===== src/rtl/instr_fetch_unit_pkg.sv =====
// Shared types and constants for the instruction fetch unit.
// Latency: n/a (declarations only).
// Backpressure: n/a.
package instr_fetch_unit_pkg;

    localparam int WORD_WIDTH            = 32;
    localparam int FETCH_DEPTH           = 4;
    localparam int FETCH_MAX_OUTSTANDING = 2;
    localparam logic [WORD_WIDTH-1:0] FETCH_RESET_PC = 32'h0000_0000;

    typedef enum logic {
        ST_RUN   = 1'b0,
        ST_DRAIN = 1'b1
    } fetch_state_e;

    typedef struct packed {
        logic [WORD_WIDTH-1:0] instr;
        logic [WORD_WIDTH-1:0] pc;
    } fetch_entry_t;

    function automatic logic [WORD_WIDTH-1:0] word_align(input logic [WORD_WIDTH-1:0] addr);
        return addr & ~WORD_WIDTH'(3);
    endfunction

endpackage


===== src/rtl/instr_fetch_unit_fetch_fifo.sv =====
// Prefetch FIFO holding {instruction, pc} entries; flush beats push and pop.
// Latency: push visible at dout the cycle after the write (registered storage).
// Backpressure: none internally; the caller must never push when full.
module fetch_fifo #(
    parameter int WIDTH = 64,
    parameter int DEPTH = 4
) (
    input  logic                       clk,
    input  logic                       rst,
    input  logic                       push,
    input  logic                       pop,
    input  logic                       flush,
    input  logic [WIDTH-1:0]           din,
    output logic [WIDTH-1:0]           dout,
    output logic [$clog2(DEPTH+1)-1:0] count,
    output logic                       empty,
    output logic                       full
);

    localparam int PTR_W = $clog2(DEPTH);
    localparam int CNT_W = $clog2(DEPTH+1);

    logic [WIDTH-1:0] mem_q [DEPTH];
    logic [PTR_W-1:0] wr_ptr_q;
    logic [PTR_W-1:0] rd_ptr_q;
    logic [CNT_W-1:0] count_q;

    always_ff @(posedge clk or posedge rst) begin
        if (rst) begin
            wr_ptr_q <= '0;
            rd_ptr_q <= '0;
            count_q  <= '0;
        end else if (flush) begin
            wr_ptr_q <= '0;
            rd_ptr_q <= '0;
            count_q  <= '0;
        end else begin
            if (push) wr_ptr_q <= wr_ptr_q + PTR_W'(1);
            if (pop)  rd_ptr_q <= rd_ptr_q + PTR_W'(1);
            case ({push, pop})
                2'b10:   count_q <= count_q + CNT_W'(1);
                2'b01:   count_q <= count_q - CNT_W'(1);
                default: count_q <= count_q;
            endcase
        end
    end

    // Storage carries no reset; only entries below count are ever observed.
    always_ff @(posedge clk) begin
        if (push && !flush) mem_q[wr_ptr_q] <= din;
    end

    assign dout  = mem_q[rd_ptr_q];
    assign count = count_q;
    assign empty = (count_q == '0);
    assign full  = (count_q == CNT_W'(DEPTH));

endmodule


===== src/rtl/instr_fetch_unit.sv =====
// Instruction fetch: issues word reads, buffers responses, presents head to decode; FETCH_BYPASS_EN adds empty-FIFO bypass.
// Latency: response to instr_valid is 1 cycle (0 with FETCH_BYPASS_EN); redirect drains stale responses.
// Backpressure: issue stalls while outstanding + FIFO occupancy would exceed DEPTH; instr_ack pops the head.
module instr_fetch_unit
    import instr_fetch_unit_pkg::*;
#(
    parameter int                    DEPTH           = FETCH_DEPTH,
    parameter int                    MAX_OUTSTANDING = FETCH_MAX_OUTSTANDING,
    parameter logic [WORD_WIDTH-1:0] RESET_PC        = FETCH_RESET_PC
) (
    input  logic                  clk,
    input  logic                  rst,
    output logic                  mem_req,
    output logic [WORD_WIDTH-1:0] mem_addr,
    input  logic                  mem_ready,
    input  logic                  mem_rvalid,
    input  logic [WORD_WIDTH-1:0] mem_rdata,
    output logic [WORD_WIDTH-1:0] instruction,
    output logic [WORD_WIDTH-1:0] fetch_pc,
    output logic                  instr_valid,
    input  logic                  instr_ack,
    input  logic                  redirect,
    input  logic [WORD_WIDTH-1:0] redirect_pc
);

    localparam int CNT_W = $clog2(DEPTH+1);
    localparam logic [CNT_W:0]   DEPTH_L = (CNT_W+1)'(DEPTH);
    localparam logic [CNT_W-1:0] MAX_L   = CNT_W'(MAX_OUTSTANDING);

    fetch_state_e state_q, state_d;
    logic [WORD_WIDTH-1:0] addr_q, addr_d;
    logic [WORD_WIDTH-1:0] rsp_pc_q, rsp_pc_d;
    logic [CNT_W-1:0]      outst_q, outst_d;
    logic [CNT_W-1:0]      drop_q, drop_d;
    fetch_entry_t          last_q, last_d;

    fetch_entry_t     head, rsp_entry, out_entry;
    logic [CNT_W-1:0] fifo_count;
    logic             fifo_empty, fifo_full, fifo_push, fifo_pop;
    logic             accept, rsp_ok, rsp_kept, bypass_hit, bypass_take;
    logic [WORD_WIDTH-1:0] target_pc;

    fetch_fifo #(
        .WIDTH ($bits(fetch_entry_t)),
        .DEPTH (DEPTH)
    ) u_fifo (
        .clk   (clk),
        .rst   (rst),
        .push  (fifo_push),
        .pop   (fifo_pop),
        .flush (redirect),
        .din   (rsp_entry),
        .dout  (head),
        .count (fifo_count),
        .empty (fifo_empty),
        .full  (fifo_full)
    );

    always_comb begin
        target_pc = word_align(redirect_pc);
        accept    = mem_req && mem_ready;
        // A response with nothing outstanding is a protocol violation and is ignored.
        rsp_ok    = mem_rvalid && (outst_q != '0);
        rsp_kept  = rsp_ok && (drop_q == '0) && !redirect;
        rsp_entry = '{instr: mem_rdata, pc: rsp_pc_q};
`ifdef FETCH_BYPASS_EN
        bypass_hit  = fifo_empty && rsp_kept;
        bypass_take = bypass_hit && instr_ack;
`else
        bypass_hit  = 1'b0;
        bypass_take = 1'b0;
`endif
        fifo_push   = rsp_kept && !bypass_take;
        fifo_pop    = !fifo_empty && instr_ack && !redirect;
        instr_valid = !fifo_empty || bypass_hit;
        if (!fifo_empty)     out_entry = head;
        else if (bypass_hit) out_entry = rsp_entry;
        else                 out_entry = last_q;
        last_d = instr_valid ? out_entry : last_q;

        outst_d  = outst_q + CNT_W'(accept) - CNT_W'(rsp_ok);
        addr_d   = redirect ? target_pc : (accept   ? addr_q + 32'd4   : addr_q);
        rsp_pc_d = redirect ? target_pc : (rsp_kept ? rsp_pc_q + 32'd4 : rsp_pc_q);
        // Everything still in flight at a redirect belongs to the old stream.
        if (redirect)                   drop_d = outst_d;
        else if (rsp_ok && drop_q != '0) drop_d = drop_q - CNT_W'(1);
        else                            drop_d = drop_q;
    end

    assign instruction = out_entry.instr;
    assign fetch_pc    = out_entry.pc;
    assign mem_addr    = addr_q;

    always_ff @(posedge clk or posedge rst) begin
        if (rst) begin
            state_q  <= ST_RUN;
            addr_q   <= RESET_PC;
            rsp_pc_q <= RESET_PC;
            outst_q  <= '0;
            drop_q   <= '0;
            last_q   <= '{instr: '0, pc: RESET_PC};
        end else begin
            state_q  <= state_d;
            addr_q   <= addr_d;
            rsp_pc_q <= rsp_pc_d;
            outst_q  <= outst_d;
            drop_q   <= drop_d;
            last_q   <= last_d;
        end
    end

    always_comb begin
        state_d = state_q;
        case (state_q)
            ST_RUN: begin
                if (redirect && outst_d != '0) state_d = ST_DRAIN;
            end
            ST_DRAIN: begin
                if (redirect) state_d = (outst_d != '0) ? ST_DRAIN : ST_RUN;
                else if (drop_d == '0) state_d = ST_RUN;
            end
            default: state_d = ST_RUN;
        endcase
    end

    always_comb begin
        mem_req = !rst && (state_q == ST_RUN) && !redirect && (outst_q < MAX_L) &&
                  (({1'b0, fifo_count} + {1'b0, outst_q}) < DEPTH_L);
    end

    a_no_overflow: assert property (@(posedge clk) disable iff (rst) !(fifo_push && fifo_full));
    a_rsp_expected: assert property (@(posedge clk) disable iff (rst) !(mem_rvalid && outst_q == '0));

endmodule


===== config.mk =====
export PLATFORM = sky130hd
export DESIGN_NAME = instr_fetch_unit
export DESIGN_NICKNAME = d
export VERILOG_FILES = /design/src/rtl/instr_fetch_unit_pkg.sv /design/src/rtl/instr_fetch_unit_fetch_fifo.sv /design/src/rtl/instr_fetch_unit.sv
export SDC_FILE = /design/constraint.sdc
export NUM_CORES = 1
export LEC_CHECK = 0
export CORE_AREA = 2 2 172 174
export DETAILED_ROUTE_END_ITERATION = 7
export DIE_AREA = 0 0 174 176
export GPL_ROUTABILITY_DRIVEN = 0
export GPL_TIMING_DRIVEN = 0
export PLACE_DENSITY = 0.79
export SKIP_CTS_REPAIR_TIMING = 1
export SYNTH_ARGS = -nofsm -noshare
export SYNTH_HDL_FRONTEND = slang
export SYNTH_SLANG_ARGS = --single-unit

===== constraint.sdc =====
create_clock -name clk -period 8.5 [get_ports clk]
set_clock_uncertainty 0.05 [all_clocks]
set_input_delay 1.7 -clock clk [delete_from_list [all_inputs] [get_ports clk]]
set_output_delay 1.7 -clock clk [all_outputs]
set_load 0.005 [all_outputs]

==> results of run 1 <==
## state kept, by name, summed over array words and instances (netlist names)
signal and count:
outst_q 3, u_fifo.mem_q 248, drop_q 3, u_fifo.rd_ptr_q 2, u_fifo.count 3, u_fifo.wr_ptr_q 2, last_q 64, mem_addr 30
rsp_pc_q 30, state_q 1
## routing by layer
| metal | GRT usage (%) | wire, µm | vias to the layer above |
|---|---|---|---|
| li1 | - | - | 4560 |
| met1 | 32.5 | 14800 | 4999 |
| met2 | 40.8 | 17700 | 453 |
| met3 | 4.16 | 2620 | 71 |
| met4 | 7.67 | 947 | 0 |
| met5 | 0 | 0 | - |
## per-stage QoR
stage / util, % / power (mW) / cell area, µm² / std cells / hold slack (ns)
6_report: 68.3 / 6.25 / 19500 / 1759 / 0.409
5_1_grt: 68.3 / 6.58 / 19500 / 1759 / 0.434
4_1_cts: 68.3 / 6.30 / 19500 / 1759 / 0.413
3_5_place_dp: 63.5 / 4.49 / 18100 / 1688 / 0.399
3_3_place_gp: 62.9 / 4.40 / 18000 / 1683 / 0.393
2_1_floorplan: - / 3.43 / 15800 / 1136 / 0.383
## synthesized netlist by cell type (16+ instances only)
cell | number | area (µm²)
nand2_1 | 307 | 1150
xnor2_1 | 16 | 140
nand4_1 | 23 | 144
o21ai_0 | 34 | 170
edfxtp_1 | 248 | 7450
o211ai_1 | 18 | 135
dfrtp_1 | 138 | 3450
nand3_1 | 33 | 165
xor2_1 | 24 | 210
nor2_1 | 24 | 90.1
inv_1 | 25 | 93.8
mux4_2 | 62 | 1400
clkbuf_1 | 31 | 116
## worst paths after layout
| path | startpoint | end | slack, ns | cells past startpoint |
|---|---|---|---|---|
| hold / removal | last_q[40] | last_q[40] | 0.41 | 2 |
| min in group asynchronous | rst | mem_addr[4] | 1.66 | 2 |
| setup / recovery | redirect | mem_req | 3.00 | 4 |
| hold reg to reg | last_q[40] | last_q[40] | 0.41 | 2 |
| max in group asynchronous | rst | last_q[20] | 5.90 | 3 |
| setup reg to reg | u_fifo.count[2] | state_q | 4.57 | 14 |
## power by group through the flow
| stage | Sequential, mW | Clock [mW] | Combinational (mW) |
|---|---|---|---|
| after global routing | 2.39 | 1.89 | 2.30 |
| after floorplan | 2.37 | 0 | 1.07 |
| after global placement | 2.39 | 0 | 2.01 |
| after CTS | 2.37 | 1.82 | 2.12 |
| after detailed placement | 2.40 | 0 | 2.08 |
| final | 2.37 | 1.80 | 2.08 |
## cell families (layout without fill, tap and decap cells)
group | count (synthesis) | in the layout | share of synthesized area, %
and+or+nand+nor | 451 | 451 | 12.5
adders and majority gates | 15 | 15 | 1.28
AOI/OAI and AO/OA | 91 | 91 | 3.70
buffers and inverters | 82 | 321 | 2.19
other | 1 | 2 | 0.0237
xor gates and xnor gates | 40 | 40 | 2.21
muxes | 69 | 69 | 9.30
DFF | 386 | 386 | 68.8
## worst reg2reg max path, cell delays in order (launching register included)
cell and delay [ns]:
dfrtp_1 0.45, ha_1 0.30, or4_4 0.51, nor4_4 0.37, inv_2 0.14, buf_2 0.22, buf_6 0.17, ha_1 0.27
inv_1 0.04, ha_1 0.18, fa_1 0.38, xor2_1 0.26, nand2_1 0.11, o32ai_1 0.30, a21oi_1 0.08
## layout make-up
cell class	count	area, µm²	area share, %
plain buffers	55	245	1.26
clock buffers	46	1060	5.46
clock inverters	25	299	1.53
inverters	27	106	0.546
multi-input cells	668	4620	23.7
flip-flops and latches	386	10900	55.9
well taps	384	480	2.47
repair buffers	168	1770	9.08
==> impl_metrics.ini, run 1 <==
[sta]
finalHoldViolations = 0
slew_viol_final = 0
finalSetupViolations = 0
clock.fmax_ghz = 0.182
fin_setup_tns_ns = 0
period_share_pct = 64.7
slew_headroom_pct = 39.9
period_minus_slack_ns = 5.50
rsz0062_at_grt = false
layout_setup_ws_ns = 3.00
worst_pin_slew_ns = 0.894

[routing]
ant_nets = 0
via_count = 10083
finalWirelength_um = 36000
initialDrtViolationCount = 922
route.detailed.drc = 0
first_pass_iters = 6
wl_per_cell_um = 20.5
vias_per_cell = 5.73

[setup_path]
worstPathArrival_ns = 3.75
crit_path_start_kind = primary input
slowest_delay_ns = 0.63
worstSetupEndpointType = primary output
cp_max_fo = 6
critical_path_class = in -> out
cp.buffers_inverters = 2
crit_chain = clkdlybuf4s50_1 -> or4_4 -> nor4_1 -> clkdlybuf4s50_1
cp.required_ns = 6.75
path_common_cell = clkdlybuf4s50_1
cp_top_family = buffers and inverters
crit_path_top_delay_cell = or4_4

[finish]
layout_commonest_cell = nand2_1
area_growth_pct = 23.0
nFillCells = 1966
layout_common_cells = nand2_1 (307), edfxtp_1 (248), clkdlybuf4s50_1 (163)
fin_nets = 1430
layout-drive-gt1-share_pct = 11.6
num_antenna_cells = 0

[power]
ir_drop_mv = 0.154
p_comb_share_pct = 33.4
internal_power_mw = 4.34
clkPwrFrac_pct = 28.8
power_switching_mw = 1.91
power_density_nw_per_um2 = 321
p_leak_nw = 7.41
pwr-share-seq_pct = 37.9
switching_share_pct = 30.6

[synthesis]
synthArstFlopShare_pct = 35.8
synth_edf_count = 248
syn_area_um2 = 15800
ys_warn_count = 0
yosysSeqAreaShare_pct = 68.8
synth_seq_cells = 386
avgSynthCellArea_um2 = 14.0
synthFlopType = edfxtp_1
ys_types = 50
syn_inst = 1135

[floorplanning]
rows = 62
die_area_um2 = 30600
die_x_um = 174
core_area_um2 = 28500
pin_count = 168
die_y_um = 176
start_util_pct = 55.5

[status]
outcome = finished, final reports clean

[run]
cap_viol_max_count = 0

[clock_tree]
insertion_delay_ns = 0.52
cts_root_buf = clkbuf_16
cts_sinks = 386
cts_max_path_buffers = 3
cts_tree = yes
clk_pin_slew_ns = 0.06
cts_buffers = 39
htreeDepth = 2

[global_routing]
grt_pass1_vias = 10306
grt_usage_pct = 24.2
grt_max_degree = 85
grt_overflow_total = 0
grt_pass1_wl_um = 56700
antenna_found_initial = 0

[place]
dp_hpwl_um = 23400
io_buffers = 163
post-place-ws_ns = 2.98

[min_path]
hp-class = reg -> reg
Power figures use the tool's default switching activity.
==> run 2: changes to the inputs <==
--- a/config.mk
+++ b/config.mk
@@ -5,12 +5,12 @@
 export SDC_FILE = /design/constraint.sdc
 export NUM_CORES = 1
 export LEC_CHECK = 0
-export CORE_AREA = 2 2 172 174
+export CORE_AREA = 2 2 180 182
 export DETAILED_ROUTE_END_ITERATION = 7
-export DIE_AREA = 0 0 174 176
+export DIE_AREA = 0 0 182 184
 export GPL_ROUTABILITY_DRIVEN = 0
 export GPL_TIMING_DRIVEN = 0
-export PLACE_DENSITY = 0.79
+export PLACE_DENSITY = 0.76
 export SKIP_CTS_REPAIR_TIMING = 1
 export SYNTH_ARGS = -nofsm -noshare
 export SYNTH_HDL_FRONTEND = slang
==> constraint.sdc (replaced) <==
create_clock -name clk -period 4.55 [get_ports clk]
set_clock_uncertainty 0.05 [all_clocks]
set_input_delay 0.91 -clock clk [delete_from_list [all_inputs] [get_ports clk]]
set_output_delay 0.91 -clock clk [all_outputs]
set_load 0.005 [all_outputs]
==> run 2 against run 1 <==
Non-clock buffer count increased by 3. Count of clock-buffer cells in the layout up 6. Hold slack got worse by 0.0010 ns. First-iteration DRC count fell by 14%. Total power is 82% higher. Critical path type is now in -> reg. Global-route usage decreased by 2.7 points.
==> impl_metrics.ini, run 2 (synthesized netlist as in run 1, its figures left out) <==
[floorplanning]
die_x_um = 182
die_area_um2 = 33500
die_y_um = 184
rows = 65
start_util_pct = 50.5
core_area_um2 = 31400
pin_count = 168

[power]
power_density_nw_per_um2 = 585
p_comb_share_pct = 33.7
clkPwrFrac_pct = 27.4
pwr-share-seq_pct = 38.9
switching_share_pct = 30.6
internal_power_mw = 7.90
ir_drop_mv = 0.269
power_switching_mw = 3.49
p_leak_nw = 7.41

[setup_path]
r2r_end = state_q
cp_top_family = buffers and inverters
critical_path_class = in -> reg
worstPathArrival_ns = 4.47
worst-path-stages = 14
crit_path_top_delay_cell = or4_4
cp.required_ns = 4.89
crit_path_start_kind = primary input
slowest_delay_ns = 0.62
path_common_cell = ha_1
crit_chain = clkdlybuf4s50_1 -> or4_4 -> nor4_4 -> inv_2 -> buf_2 -> buf_6 -> ha_1 -> inv_1 -> ha_1 -> fa_1 -> xor2_1 -> nand2_1 -> o32ai_1 -> a21oi_1
r2r_start = u_fifo.count[2]
rrSetupSlack_ns = 0.75
worstSetupEndpointType = flop
cp.buffers_inverters = 5
reg2regPathDepth = 14
cp_max_fo = 10

[finish]
layout-drive-gt1-share_pct = 11.7
fin_nets = 1435
layout_common_cells = nand2_1 (307), edfxtp_1 (248), clkdlybuf4s50_1 (163)
layout_commonest_cell = nand2_1
largest_register_ffs = 248
top_regs = u_fifo.mem_q (248), last_q (64)
nFillCells = 2301
area_growth_pct = 22.9
num_antenna_cells = 0
regMostFlops = u_fifo.mem_q

[clock_tree]
cts_sinks = 386
cts_buffers = 41
cts_root_buf = clkbuf_16
clk_pin_slew_ns = 0.06
insertion_delay_ns = 0.52
cts_tree = yes
htreeDepth = 2
cts_max_path_buffers = 3

[sta]
worst_pin_slew_ns = 0.802
fin_setup_tns_ns = 0
rsz0062_at_grt = false
slew_viol_final = 0
period_minus_slack_ns = 4.14
finalSetupViolations = 0
finalHoldViolations = 0
clock.fmax_ghz = 0.242
slew_headroom_pct = 46.6
fin_hold_ws_ns = 0.408
period_share_pct = 90.9

[routing]
initialDrtViolationCount = 791
vias_per_cell = 5.62
ant_nets = 0
finalWirelength_um = 35100
wl_per_cell_um = 19.7
route.detailed.drc = 0
via_count = 10012
first_pass_iters = 5

[status]
outcome = finished, final reports clean

[min_path]
min_to = last_q[24]
min_path_cells = 2
holdCritStartpoint = last_q[24]
hp-class = reg -> reg

[global_routing]
antenna_found_initial = 0
grt_pass1_wl_um = 55800
grt_max_degree = 42
grt_usage_pct = 21.5
grt_pass1_vias = 10117
grt_overflow_total = 0

[place]
io_buffers = 163
dp_hpwl_um = 23500

[run]
cap_viol_max_count = 0
==> run 2: cell types whose count changed in the layout (fill, tap and decap cells not counted), moves of 2 or more <==
cell	previous run	this run
clkbuf_1	34	38
clkinv_1	4	6
clkinv_4	2	0
buf_12	0	4
clkbuf_16	41	43
clkinv_2	5	11
clkinvlp_4	7	4
bufinv_16	6	1
==> run 2: metal layers <==
layer / vias up / track usage, % / share of wire [%]
met5: - / 0 / 0
met4: 0 / 5.97 / 2.2
met3: 64 / 4.10 / 7.4
met2: 434 / 34.8 / 47
met1: 4934 / 30.1 / 43
li1: 4580 / - / -
==> run 2: worst max-delay path by stage <==
stage                                   from                  end
after floorplan                   mem_rvalid  u_fifo.mem_q[0][10]
after global placement            mem_rvalid  u_fifo.mem_q[0][54]
after detailed placement            redirect              state_q
after CTS                    u_fifo.count[0]      instruction[18]
after global routing      u_fifo.rd_ptr_q[0]      instruction[30]
final                               redirect              state_q
==> run 2: stage by stage <==
stage	power [mW]	utilization, %	instances	cell area (µm²)	setup slack (ns)
6_report	11.4	62.0	1783	19500	0.415
5_1_grt	12.1	62.0	1783	19500	0.164
4_1_cts	11.5	62.0	1783	19500	0.0734
3_5_place_dp	8.38	58.0	1709	18200	-0.0737
3_3_place_gp	8.25	57.3	1701	18000	-0.959
2_1_floorplan	6.42	-	1136	15900	0.853
==> run 2: layout make-up <==
class / count / area (µm²) / share of cell area, %
clock buffers: 52 / 1130 / 5.80
inverters: 27 / 105 / 0.540
repair buffers: 171 / 1820 / 9.36
well taps: 402 / 503 / 2.58
multi-input cells: 668 / 4620 / 23.8
plain buffers: 55 / 245 / 1.26
clock inverters: 22 / 139 / 0.713
flip-flops and latches: 386 / 10900 / 56.0
==> run 2: power by group through the flow <==
stage / sequential (mW) / combinational (mW) / clock, mW
2_1_floorplan: 4.42 / 1.99 / 0
3_3_place_gp: 4.47 / 3.77 / 0
3_5_place_dp: 4.49 / 3.89 / 0
4_1_cts: 4.43 / 3.91 / 3.17
5_1_grt: 4.47 / 4.26 / 3.32
6_report: 4.43 / 3.83 / 3.12
==> run 2: tightest hold or removal path, cell delays in order, from the launching register on <==
cell and delay, ns:
dfrtp_1 0.32, nand2_1 0.06, nand2_1 0.05
==> run 3: changes to the inputs <==
--- a/config.mk
+++ b/config.mk
@@ -5,12 +5,12 @@
 export SDC_FILE = /design/constraint.sdc
 export NUM_CORES = 1
 export LEC_CHECK = 0
-export CORE_AREA = 2 2 180 182
+export CORE_AREA = 2 2 172 174
 export DETAILED_ROUTE_END_ITERATION = 7
-export DIE_AREA = 0 0 182 184
-export GPL_ROUTABILITY_DRIVEN = 0
+export DIE_AREA = 0 0 174 176
+export GPL_ROUTABILITY_DRIVEN = 1
 export GPL_TIMING_DRIVEN = 0
-export PLACE_DENSITY = 0.76
+export PLACE_DENSITY = 0.79
 export SKIP_CTS_REPAIR_TIMING = 1
 export SYNTH_ARGS = -nofsm -noshare
 export SYNTH_HDL_FRONTEND = slang
==> constraint.sdc (replaced) <==
create_clock -name clk -period 5.1 [get_ports clk]
set_clock_uncertainty 0.05 [all_clocks]
set_input_delay 1.53 -clock clk [delete_from_list [all_inputs] [get_ports clk]]
set_output_delay 1.53 -clock clk [all_outputs]
set_load 0.005 [all_outputs]
==> run 3 against run 2 <==
Routed wire length is 2.6% higher. Hold slack got worse by 0.0014 ns. Combinational power fell by 9.7%. Die area shrank 8.6%. Total power down 9.6%. Non-clock buffer count unchanged. Sequential share of layout area about the same. Count of clock-buffer cells in the layout down 7. First-iteration DRC count is 0.13% higher. Register-to-register slack gained 0.35 ns. Largest cell class unchanged. Highest routed layer unchanged.
==> impl_metrics.ini, run 3 (synthesized netlist as in run 1, its figures left out) <==
[setup_path]
r2r_end = state_q
crit_end = instruction[15]
cp.required_ns = 3.52
reg2regPathDepth = 14
cp_max_fo = 10
crit_path_top_delay_cell = nor3_2
worstSetupEndpointType = primary output
rrSetupSlack_ns = 1.10
crit_path_start_kind = flop
critical_path_class = reg -> out
crit_chain = nor3_2 -> clkbuf_1 -> clkbuf_1 -> nand2_1 -> nand2_1 -> clkdlybuf4s50_1
worstPathArrival_ns = 3.31
r2r_start = u_fifo.count[2]
startpoint = u_fifo.count[0]
slowest_delay_ns = 0.55

[routing]
via_count = 10124
vias_per_cell = 5.74
first_pass_iters = 5
ant_nets = 0
initialDrtViolationCount = 792
route.detailed.drc = 0
wl_per_cell_um = 20.4
finalWirelength_um = 36000

[power]
p_leak_nw = 7.43
pwr-share-seq_pct = 38.4
ir_drop_mv = 0.238
internal_power_mw = 7.14
power_density_nw_per_um2 = 529
switching_share_pct = 30.7
power_switching_mw = 3.16
power_mw = 10.3
p_comb_share_pct = 33.6
clkPwrFrac_pct = 27.9

[place]
dp_hpwl_um = 23700
io_buffers = 163
placed_cell_area_um2 = 18200
gp_congestion = 0.893
post-place-ws_ns = -0.331

[min_path]
hp-class = reg -> reg
holdCritStartpoint = last_q[60]

[floorplanning]
rows = 62
die_x_um = 174
core_area_um2 = 28500
pin_count = 168
die_area_um2 = 30600
start_util_pct = 55.5
die_y_um = 176

[finish]
regMostFlops = u_fifo.mem_q
largest_register_ffs = 248
final_cell_area_um2 = 19500
area_growth_pct = 23.0
fin_nets = 1433
layout-drive-gt1-share_pct = 11.7
nFillCells = 1946
top_regs = u_fifo.mem_q (248), last_q (64)
layout_common_cells = nand2_1 (307), edfxtp_1 (248), clkdlybuf4s50_1 (162)
layout_commonest_cell = nand2_1

[global_routing]
grt_pass1_wl_um = 56800
grt_max_degree = 58
grt_usage_pct = 24.0
antenna_found_initial = 1
grt_pass1_vias = 10370
grt_overflow_total = 0

[sta]
clock.fmax_ghz = 0.204
period_share_pct = 95.9
fin_hold_ws_ns = 0.407
period_minus_slack_ns = 4.89
worst_pin_slew_ns = 0.813
slew_viol_final = 0
slew_headroom_pct = 45.3
finalSetupViolations = 0
layout_setup_ws_ns = 0.207
rsz0062_at_grt = false
finalHoldViolations = 0

[clock_tree]
clk_pin_slew_ns = 0.06
cts_buffers = 39
cts_sinks = 386
cts_root_buf = clkbuf_16
cts_tree = yes
insertion_delay_ns = 0.53
htreeDepth = 2
cts_max_path_buffers = 3

[status]
outcome = finished, final reports clean

[run]
cap_viol_max_count = 0
==> run 3: cell type report <==
class	instances	area (µm²)	area share, %
inverter	27	105	0.539
tap	384	480	2.47
timing repair buffer	171	1820	9.36
multi-input combinational	668	4620	23.7
antenna	1	2.50	0.0128
buffer	55	245	1.26
clock inverter	26	270	1.39
sequential	386	10900	56.0
clock buffer	45	1030	5.29
==> run 3: critical path, delay by kind of cell, from the launching register on <==
kind / cells / cell delay (ns)
buf+inv: 3 / 1.45
flops: 1 / 0.47
simple gates: 3 / 0.88
==> run 3: worst min path at each step <==
stage,endpoint,slack [ns],cells after the start
after floorplan,last_q[10],0.38,2
after global placement,last_q[51],0.39,2
after detailed placement,last_q[31],0.40,2
after CTS,last_q[31],0.41,2
after global routing,last_q[35],0.42,2
final,last_q[60],0.41,2
==> run 3: power by group through the flow <==
stage	clock network, mW	logic (mW)	registers (mW)
after floorplan	0	1.78	3.95
after global placement	0	3.36	3.99
after detailed placement	0	3.48	4.01
after CTS	2.92	3.53	3.96
after global routing	3.04	3.81	4.00
final	2.88	3.46	3.96
==> run 3: per-layer routing <==
layer | up-vias | track usage [%] | routed length (µm)
li1 | 4572 | - | -
met3 | 52 | 4.16 | 2510
met2 | 443 | 40.3 | 17700
met1 | 5057 | 32.9 | 15100
met4 | 0 | 6.65 | 742
met5 | - | 0 | 0
==> run 3: through the flow <==
stage	instances	TNS [ns]	utilization, %
after CTS	1762	-0.0681	68.2
after floorplan	1136	0	-
after global routing	1762	0	68.2
after global placement	1683	-260.79	62.9
after detailed placement	1691	-0.374	63.7
final	1763	0	68.2
